===== src/rtl/eth_rx_decap.sv =====
// NetTLP receive decapsulation: validates the Ethernet/IPv4/UDP/NetTLP header and forwards the TLP payload.
// Statistics counters are present only when ETH_RX_DECAP_STATS_EN is defined.
module eth_rx_decap #(
   parameter int unsigned CHECK_MAC = 1,
   parameter int unsigned CNT_WIDTH = 32
) (
   input  logic                 eth_clk,
   input  logic                 eth_rst,
   input  logic                 eth_rx_tvalid,
   input  logic [63:0]          eth_rx_tdata,
   input  logic [7:0]           eth_rx_tkeep,
   input  logic                 eth_rx_tlast,
   input  logic                 eth_rx_tuser,
   input  logic [47:0]          adapter_reg_srcmac,
   input  logic [31:0]          adapter_reg_srcip,
   input  logic [15:0]          adapter_reg_srcport,
   output logic                 decap_tvalid,
   output logic [63:0]          decap_tdata,
   output logic [7:0]           decap_tkeep,
   output logic                 decap_tlast,
   output logic                 decap_tuser,
   output logic [15:0]          decap_seq,
   output logic [CNT_WIDTH-1:0] stat_pass,
   output logic [CNT_WIDTH-1:0] stat_drop
);
   localparam int unsigned CW = 3;
   localparam logic [CW-1:0] LAST_HDR = CW'(5);

   typedef enum logic [2:0] {SYNC, IDLE, HDR, PAYLOAD, DROP} state_e;

   state_e        state_q, state_d;
   logic [CW-1:0] cnt_q, cnt_d;
   logic [CW-1:0] beat_idx;
   logic [7:0]    rx_b [8];
   logic          hdr_ok;
   logic          fwd_d;
   logic [15:0]   seq_d;

   always_comb begin
      for (int i = 0; i < 8; i++) rx_b[i] = eth_rx_tdata[8*i +: 8];
   end

   // In IDLE the incoming beat is always header beat 0.
   assign beat_idx = (state_q == HDR) ? cnt_q : '0;

   // Per-beat header field checks against the adapter registers of this cycle.
   always_comb begin
      hdr_ok = 1'b1;
      case (beat_idx)
         3'd0: hdr_ok = (CHECK_MAC == 0) ||
                        ({rx_b[0], rx_b[1], rx_b[2], rx_b[3], rx_b[4], rx_b[5]} == adapter_reg_srcmac);
         3'd1: hdr_ok = ({rx_b[4], rx_b[5]} == 16'h0800) && (rx_b[6] == 8'h45);
         3'd2: hdr_ok = (rx_b[7] == 8'h11);
         3'd3: hdr_ok = ({rx_b[6], rx_b[7]} == adapter_reg_srcip[31:16]);
         3'd4: hdr_ok = ({rx_b[0], rx_b[1]} == adapter_reg_srcip[15:0]) &&
                        ({rx_b[4], rx_b[5]} == adapter_reg_srcport);
         default: hdr_ok = 1'b1;
      endcase
   end

   always_comb begin
      state_d = state_q;
      cnt_d   = cnt_q;
      fwd_d   = 1'b0;
      seq_d   = decap_seq;
      case (state_q)
         SYNC: begin
            if (eth_rx_tvalid && eth_rx_tlast) state_d = IDLE;
         end
         IDLE, HDR: begin
            if (eth_rx_tvalid) begin
               // A header beat carrying tlast is a runt and is dropped like a failed check.
               if (!hdr_ok || eth_rx_tlast) begin
                  cnt_d   = '0;
                  state_d = eth_rx_tlast ? IDLE : DROP;
               end else if (beat_idx == LAST_HDR) begin
                  cnt_d   = '0;
                  state_d = PAYLOAD;
                  seq_d   = {rx_b[2], rx_b[3]};
               end else begin
                  cnt_d   = beat_idx + CW'(1);
                  state_d = HDR;
               end
            end
         end
         PAYLOAD: begin
            if (eth_rx_tvalid) begin
               fwd_d = 1'b1;
               if (eth_rx_tlast) state_d = IDLE;
            end
         end
         DROP: begin
            if (eth_rx_tvalid && eth_rx_tlast) state_d = IDLE;
         end
         default: state_d = SYNC;
      endcase
   end

   always_ff @(posedge eth_clk or posedge eth_rst) begin
      if (eth_rst) begin
         state_q <= SYNC;
         cnt_q   <= '0;
      end else begin
         state_q <= state_d;
         cnt_q   <= cnt_d;
      end
   end

   // Payload path: one-cycle registered copy of the forwarded beat.
   always_ff @(posedge eth_clk or posedge eth_rst) begin
      if (eth_rst) begin
         decap_tvalid <= 1'b0;
         decap_tdata  <= '0;
         decap_tkeep  <= '0;
         decap_tlast  <= 1'b0;
         decap_tuser  <= 1'b0;
         decap_seq    <= '0;
      end else begin
         decap_tvalid <= fwd_d;
         decap_tlast  <= fwd_d & eth_rx_tlast;
         decap_tuser  <= fwd_d & eth_rx_tlast & eth_rx_tuser;
         decap_seq    <= seq_d;
         if (fwd_d) begin
            decap_tdata <= eth_rx_tdata;
            decap_tkeep <= eth_rx_tkeep;
         end
      end
   end

`ifdef ETH_RX_DECAP_STATS_EN
   logic                 pass_inc, drop_inc;
   logic [CNT_WIDTH-1:0] pass_q, drop_q;

   assign pass_inc = (state_q == PAYLOAD) && eth_rx_tvalid && eth_rx_tlast;
   assign drop_inc = ((state_q == IDLE) || (state_q == HDR)) && eth_rx_tvalid &&
                     (!hdr_ok || eth_rx_tlast);

   // Saturating frame counters.
   always_ff @(posedge eth_clk or posedge eth_rst) begin
      if (eth_rst) begin
         pass_q <= '0;
         drop_q <= '0;
      end else begin
         if (pass_inc && (pass_q != '1)) pass_q <= pass_q + CNT_WIDTH'(1);
         if (drop_inc && (drop_q != '1)) drop_q <= drop_q + CNT_WIDTH'(1);
      end
   end

   assign stat_pass = pass_q;
   assign stat_drop = drop_q;
`else
   assign stat_pass = '0;
   assign stat_drop = '0;
`endif

endmodule

===== config.mk =====
export PLATFORM = sky130hd
export DESIGN_NAME = eth_rx_decap
export DESIGN_NICKNAME = d
export VERILOG_FILES = /design/src/rtl/eth_rx_decap.sv
export SDC_FILE = /design/constraint.sdc
export NUM_CORES = 1
export LEC_CHECK = 0
export ABC_AREA = 1
export BUFFER_PORTS_ARGS = -buffer_cell sky130_fd_sc_hd__buf_2
export CAP_MARGIN = 40
export CORE_ASPECT_RATIO = 1.5
export CORE_MARGIN = 5
export CORE_UTILIZATION = 33
export DETAILED_ROUTE_END_ITERATION = 8
export GPL_TIMING_DRIVEN = 0
export PLACE_DENSITY_LB_ADDON = 0.2
export SYNTH_ARGS = -nofsm -noshare
export SYNTH_HDL_FRONTEND = slang
export SYNTH_SLANG_ARGS = --single-unit
export TNS_END_PERCENT = 50

===== constraint.sdc =====
create_clock -name eth_clk -period 3.9 [get_ports eth_clk]
set_input_delay 1.17 -clock eth_clk [delete_from_list [all_inputs] [get_ports eth_clk]]
set_output_delay 1.17 -clock eth_clk [all_outputs]
set_load 0.005 [all_outputs]

==> results of run 1 <==
per-stage QoR:
step	worst slack, ns	instances	hold slack [ns]	util [%]
2_1_floorplan	0.196	917	0.465	-
3_3_place_gp	-1.30	1397	0.450	43.7
3_5_place_dp	0.824	1399	0.454	44.0
4_1_cts	1.19	1415	0.473	45.8
5_1_grt	1.05	1415	0.502	45.8
6_report	1.28	1415	0.465	45.8
final cells by class:
type                            instances  area (µm²)  share of cell area [%]
Multi-Input combinational cell        609        2770                    33.7
Sequential cell                        97        2430                    29.6
Timing Repair Buffer                  265        1360                    16.5
Buffer                                 82         577                    7.02
Inverter                              129         487                    5.93
Tap cell                              217         272                    3.31
Clock buffer                            9         225                    2.74
Clock inverter                          7        98.8                    1.20
power groups by stage:
stage / clock network, mW / logic (mW) / registers, mW
after floorplan: 0 / 0.347 / 1.26
after global placement: 0 / 0.709 / 1.25
after detailed placement: 0 / 0.722 / 1.25
after CTS: 1.02 / 0.723 / 1.24
after global routing: 1.05 / 0.817 / 1.26
final: 0.993 / 0.713 / 1.24
critical path: cells and delay by family:
family / cells / cell delay, ns
AO/OA/AOI/OAI: 1 / 0.05
buffers and inverters: 4 / 0.45
AND/OR/NAND/NOR: 12 / 1.18
cell usage after synthesis, types with 4 or more instances:
library cell	instances	area, µm²
o21ai_2	16	140
inv_1	125	469
o21ai_0	66	330
dfrtp_1	97	2430
buf_4	64	480
clkbuf_1	10	37.5
nand2_1	315	1180
nand3_1	13	65.1
a21oi_1	4	20.0
nand4_1	9	56.3
o22ai_1	4	25.0
nor2_1	66	248
xor2_1	4	35.0
inv_2	4	15.0
buf_2	5	25.0
xnor2_1	38	333
flip-flops by register name, indices dropped and copies added, names as in the netlist:
name,count
decap_tdata,64
decap_seq,16
decap_tkeep,8
cnt_q,3
state_q,3
decap_tlast,1
decap_tuser,1
decap_tvalid,1
routing by layer:
layer / track usage [%] / part of all wire [%] / vias to the layer above
li1: - / - / 3115
met1: 21.1 / 38 / 2667
met2: 36.4 / 53 / 217
met3: 4.64 / 7.1 / 27
met4: 5.91 / 2.0 / 6
met5: 0 / 0.16 / -
logic make-up after synthesis:
kind of cell / count (synthesis) / share of synthesized area (%)
adders and majority gates: 1 / 0.208
and+or+nand+nor: 412 / 27.1
AOI/OAI and AO/OA: 90 / 8.56
buffers and inverters: 211 / 17.6
DFF: 97 / 40.3
other: 1 / 0.0623
xor gates and xnor gates: 42 / 6.11
worst max-delay path by stage:
stage | cells after the start | end | slack [ns]
floorplan | 1 | cnt_q[0] | 0.20
global placement | 2 | decap_tdata[2] | -1.30
detailed placement | 17 | decap_seq[1] | 0.82
finish | 17 | decap_seq[2] | 1.28
CTS | 17 | decap_seq[1] | 1.19
global route | 17 | decap_seq[2] | 1.05
==> impl_metrics.toml, run 1 <==
[worst_setup_path]
required_ns = 4.13
r2r-end = "decap_seq[2]"
critPathLaunch = "eth_rx_tdata[24]"
worstSetupPathType = "in -> reg"
slowest_delay_ns = 0.24
r2r_setup_slack_ns = 1.46
worstRegToRegCells = 18
crit_path_start_kind = "primary input"
crit_chain = "buf_2 -> inv_1 -> nand2_1 -> nand2_1 -> nor2_1 -> nand2_1 -> nor2_1 -> nand2_1 -> nor2_1 -> nand2_1 -> nand3_2 -> nand2_2 -> inv_2 -> nand3_4 -> buf_6 -> nand2_1 -> o21ai_2"
arrival_ns = 2.85
worst_setup_path_end_kind = "flop"
r2r_start = "state_q[0]"
path_max_fanout = 10
crit_slowest_cell = "nor2_1"
critical_path.most_common_cell = "nand2_1"

[detailed_routing]
dr.pass1.iters = 4
post_drt_via_cell_ratio = 4.26
vias = 6032
initialDrtViolationCount = 188
post_drt_wl_per_cell_um = 14.5
antenna_left = 0
routed_wl_um = 20600
drc = 0

[die]
row_count = 60
start_util_pct = 33.6
die_area_mm2 = 0.0211
core_area_mm2 = 0.0179
fp.dieW_um = 120
die_height_um = 175
io_pins = 328

[yosys]
synth_area_per_cell_um2 = 7.05
synth.distinct_cells = 26
synth.cell_area_mm2 = 0.00602
ys_seq_area_share_pct = 40.3
dominantRegCellSynth = "dfrtp_1"
async_flop_share_pct = 100
yosysWarnings = 0
ys_seq_elements = 97
synthCells = 854
synth-edff-count = 0

[sta]
rsz0062_at_grt = "no"
drv_slew = 0
finalCriticalPeriod_ns = 2.62
clock_skew_ns = 0.00945
fin_setup_tns_ns = 0
max_freq_mhz = 382
setup_viol = 0
fin_crit_sh_pct = 67.1
tightest_slew_ns = 0.638
relSlewSlack_pct = 57.3
hold_violations = 0

[cells_and_area]
fin_area_mm2 = 0.00821
n_antenna_cell = 0
nFillCells = 1946
drive_gt1_share_pct = 31.9
area_growth_pct = 36.4
final_common_cell = "nand2_1"
layout.nets = 1367
final_cell_mix = "nand2_1 (315), buf_2 (268), inv_1 (124)"

[hold_path]
hp-start = "decap_tkeep[4]"
hold_end = "decap_tkeep[4]"
min_path_cells = 2
hp-class = "reg -> reg"

[clock_tree]
clock_tree.root_cell = "clkbuf_16"
cts_max_path_buffers = 2
post-cts-setup-buffers = 0
cts_resized = 0
htreeDepth = 3
path_clk_slew_ns = 0.07
insertion_delay_ns = 0.34
postCtsHoldBufs = 0
clock-sinks = 97
cts_tree = "built"
cts_made_buffers = 9

[global_route]
antenna_found_initial = 3
grt_pass1_wl_um = 31800
gr-usage-all-layers_pct = 19.3
grt_max_degree = 36
overflow = 0
grt_pass1_vias = 6167

[pwr]
power_density_mw_per_mm2 = 358
combPwrFrac_pct = 24.2
p_leak_nw = 5.02
clkPwrFrac_pct = 33.7
p_int_mw = 2.05
power_frac_seq_pct = 42.0
swShare_pct = 30.3
p_total_mw = 2.94
power.switching_uw = 890
peakVddDrop_mv = 0.270

[placement]
dpl_cell_area_mm2 = 0.00789
place_hpwl_um = 17300
gp_congestion = 0.892
port_buffers = 263

[status]
status = "finished, final reports clean"

[run]
maxCapViolations = 0
Power figures use the tool's default switching activity.
==> inputs of run 2 (changes only) <==
==> constraint.sdc (replaced) <==
create_clock -name eth_clk -period 2.4 [get_ports eth_clk]
set_input_delay 0.72 -clock eth_clk [delete_from_list [all_inputs] [get_ports eth_clk]]
set_output_delay 0.72 -clock eth_clk [all_outputs]
set_load 0.005 [all_outputs]
==> impl_metrics.toml, run 2 (synthesis gave the netlist of run 1 again) <==
[global_route]
antenna_found_initial = 5
gr-usage-all-layers_pct = 19.6
grt_max_degree = 35
overflow = 0
grt_pass1_vias = 6240
grt_pass1_wl_um = 32500

[pwr]
peakVddDrop_mv = 0.322
clkPwrFrac_pct = 32.4
power.switching_mw = 1.44
p_leak_nw = 5.09
power_density_mw_per_mm2 = 565
p_total_mw = 4.75
p_int_mw = 3.31
combPwrFrac_pct = 25.1
swShare_pct = 30.3
power_frac_seq_pct = 42.5

[cells_and_area]
layout.nets = 1380
layout.cells.non_filler = 1429
nFillCells = 1932
final_common_cell = "nand2_1"
area_growth_pct = 39.7
largest_reg_flops = 64
fin_area_mm2 = 0.00841
drive_gt1_share_pct = 34.4
regMostFlops = "decap_tdata"
reg_top3 = "decap_tdata x64, decap_seq x16, decap_tkeep x8"
fin_util_pct = 46.9
final_cell_mix = "nand2_1 (304), buf_2 (268), inv_1 (121)"

[worst_setup_path]
path_max_fanout = 6
r2r-end = "decap_seq[6]"
required_ns = 2.63
cp_num_buf_inv = 4
arrival_ns = 2.53
critPathLaunch = "state_q[0]"
crit_chain = "nor2_4 -> nand4_1 -> inv_1 -> ha_2 -> inv_2 -> a21oi_2 -> nand2_1 -> nor2_1 -> nand3_1 -> nor2_2 -> nor2_1 -> nand3_2 -> nand2_2 -> inv_2 -> nand3_4 -> buf_6 -> nand2_1 -> o21ai_2"
crit_slowest_cell = "dfrtp_2"
crit_path_start_kind = "flop"
worstRegToRegCells = 18
worst_setup_path_end_kind = "flop"
slowest_delay_ns = 0.45
r2r_setup_slack_ns = 0.1
worstSetupPathType = "reg -> reg"
path_delay_family = "simple AND/OR/NAND/NOR gates"
r2r_start = "state_q[0]"

[sta]
fin_crit_sh_pct = 96.0
rsz0062_at_grt = "yes"
hold_violations = 0
clock_skew_ns = 0.0101
max_freq_mhz = 434
setup_ws_ns = 0.0961
tightest_slew_ns = 0.790
finalCriticalPeriod_ns = 2.30
holdWs_ns = 0.467
relSlewSlack_pct = 47.2
setup_viol = 0
drv_slew = 0
fin_setup_tns_ns = 0

[clock_tree]
clock_tree.root_cell = "clkbuf_16"
clock-sinks = 97
cts_made_buffers = 9
path_clk_slew_ns = 0.07
htreeDepth = 3
cts_tree = "built"
cts_max_path_buffers = 2
insertion_delay_ns = 0.34

[die]
io_pins = 328
die_area_mm2 = 0.0211
row_count = 60
core_area_mm2 = 0.0179
start_util_pct = 33.6
fp.dieW_um = 120
die_height_um = 175

[placement]
port_buffers = 263
dpl_cell_area_mm2 = 0.00789
dp_slack_ns = -0.228
place_hpwl_um = 17300
dpl.cell_count = 1399
gp_congestion = 0.849

[detailed_routing]
antenna_left = 0
post_drt_wl_per_cell_um = 14.6
post_drt_via_cell_ratio = 4.23
dr.pass1.iters = 5
routed_wl_um = 20800
initialDrtViolationCount = 225
vias = 6046
drc = 0

[run]
maxCapViolations = 0

[hold_path]
min_path_cells = 2
hold_end = "decap_tkeep[1]"
hp-class = "reg -> reg"
hp-start = "decap_tkeep[1]"

[status]
status = "finished, final reports clean"
[run 2: cell count changes in the layout (fill, tap and decap cells not counted), sizes merged]
cell | previous run | this run
clkbuf | 19 | 21
bufinv | 2 | 1
buf | 337 | 350
diode | 0 | 1
inv | 132 | 130
clkinv | 1 | 2
[run 2: worst max-delay path by stage]
stage | to | slack [ns] | cells past startpoint
floorplan | decap_seq[0] | 0.36 | 18
global placement | decap_tuser | -0.26 | 2
detailed placement | decap_seq[0] | -0.23 | 17
CTS | decap_seq[11] | 0.01 | 18
global route | decap_seq[5] | -0.11 | 19
finish | decap_seq[6] | 0.1 | 18
[run 2: layout make-up]
cell class	count	area, µm²	area share (%)
sequential	97	2430	28.9
inverter	129	490	5.83
antenna	1	2.50	0.0298
tap	217	272	3.23
buffer	82	586	6.96
multi-input combinational	609	2840	33.7
timing repair buffer	278	1480	17.6
clock inverter	5	61.3	0.729
clock buffer	11	253	3.01
[run 2: tightest hold or removal path, cell delays in order, from the launching register on]
cell,delay [ns]
dfrtp_1,0.34
nand2_1,0.05
nand2_1,0.04
[run 2: layer usage]
layer / up-vias / global-route usage [%] / routed length (µm)
met2: 217 / 36.9 / 10900
met5: - / 0 / 54
met1: 2644 / 21.4 / 7930
met4: 8 / 5.58 / 422
li1: 3146 / - / -
met3: 31 / 5.15 / 1470
[run 2: power groups by stage]
| stage | clock network [mW] | registers (mW) | logic, mW |
|---|---|---|---|
| 6_report | 1.54 | 2.02 | 1.19 |
| 5_1_grt | 1.65 | 2.05 | 1.36 |
| 4_1_cts | 1.58 | 2.01 | 1.19 |
| 3_5_place_dp | 0 | 2.04 | 1.18 |
| 3_3_place_gp | 0 | 2.03 | 1.15 |
| 2_1_floorplan | 0 | 2.05 | 0.565 |
[run 2: timing repair]
| action | CTS | global route |
|---|---|---|
| hold buffers | 0 | 0 |
| resized for setup | 10 | 23 |
| pin swaps | 5 | 1 |
| endpoints found under the setup margin | 16 | 71 |
| gates cloned | 2 | 0 |
| setup buffers | 9 | 2 |
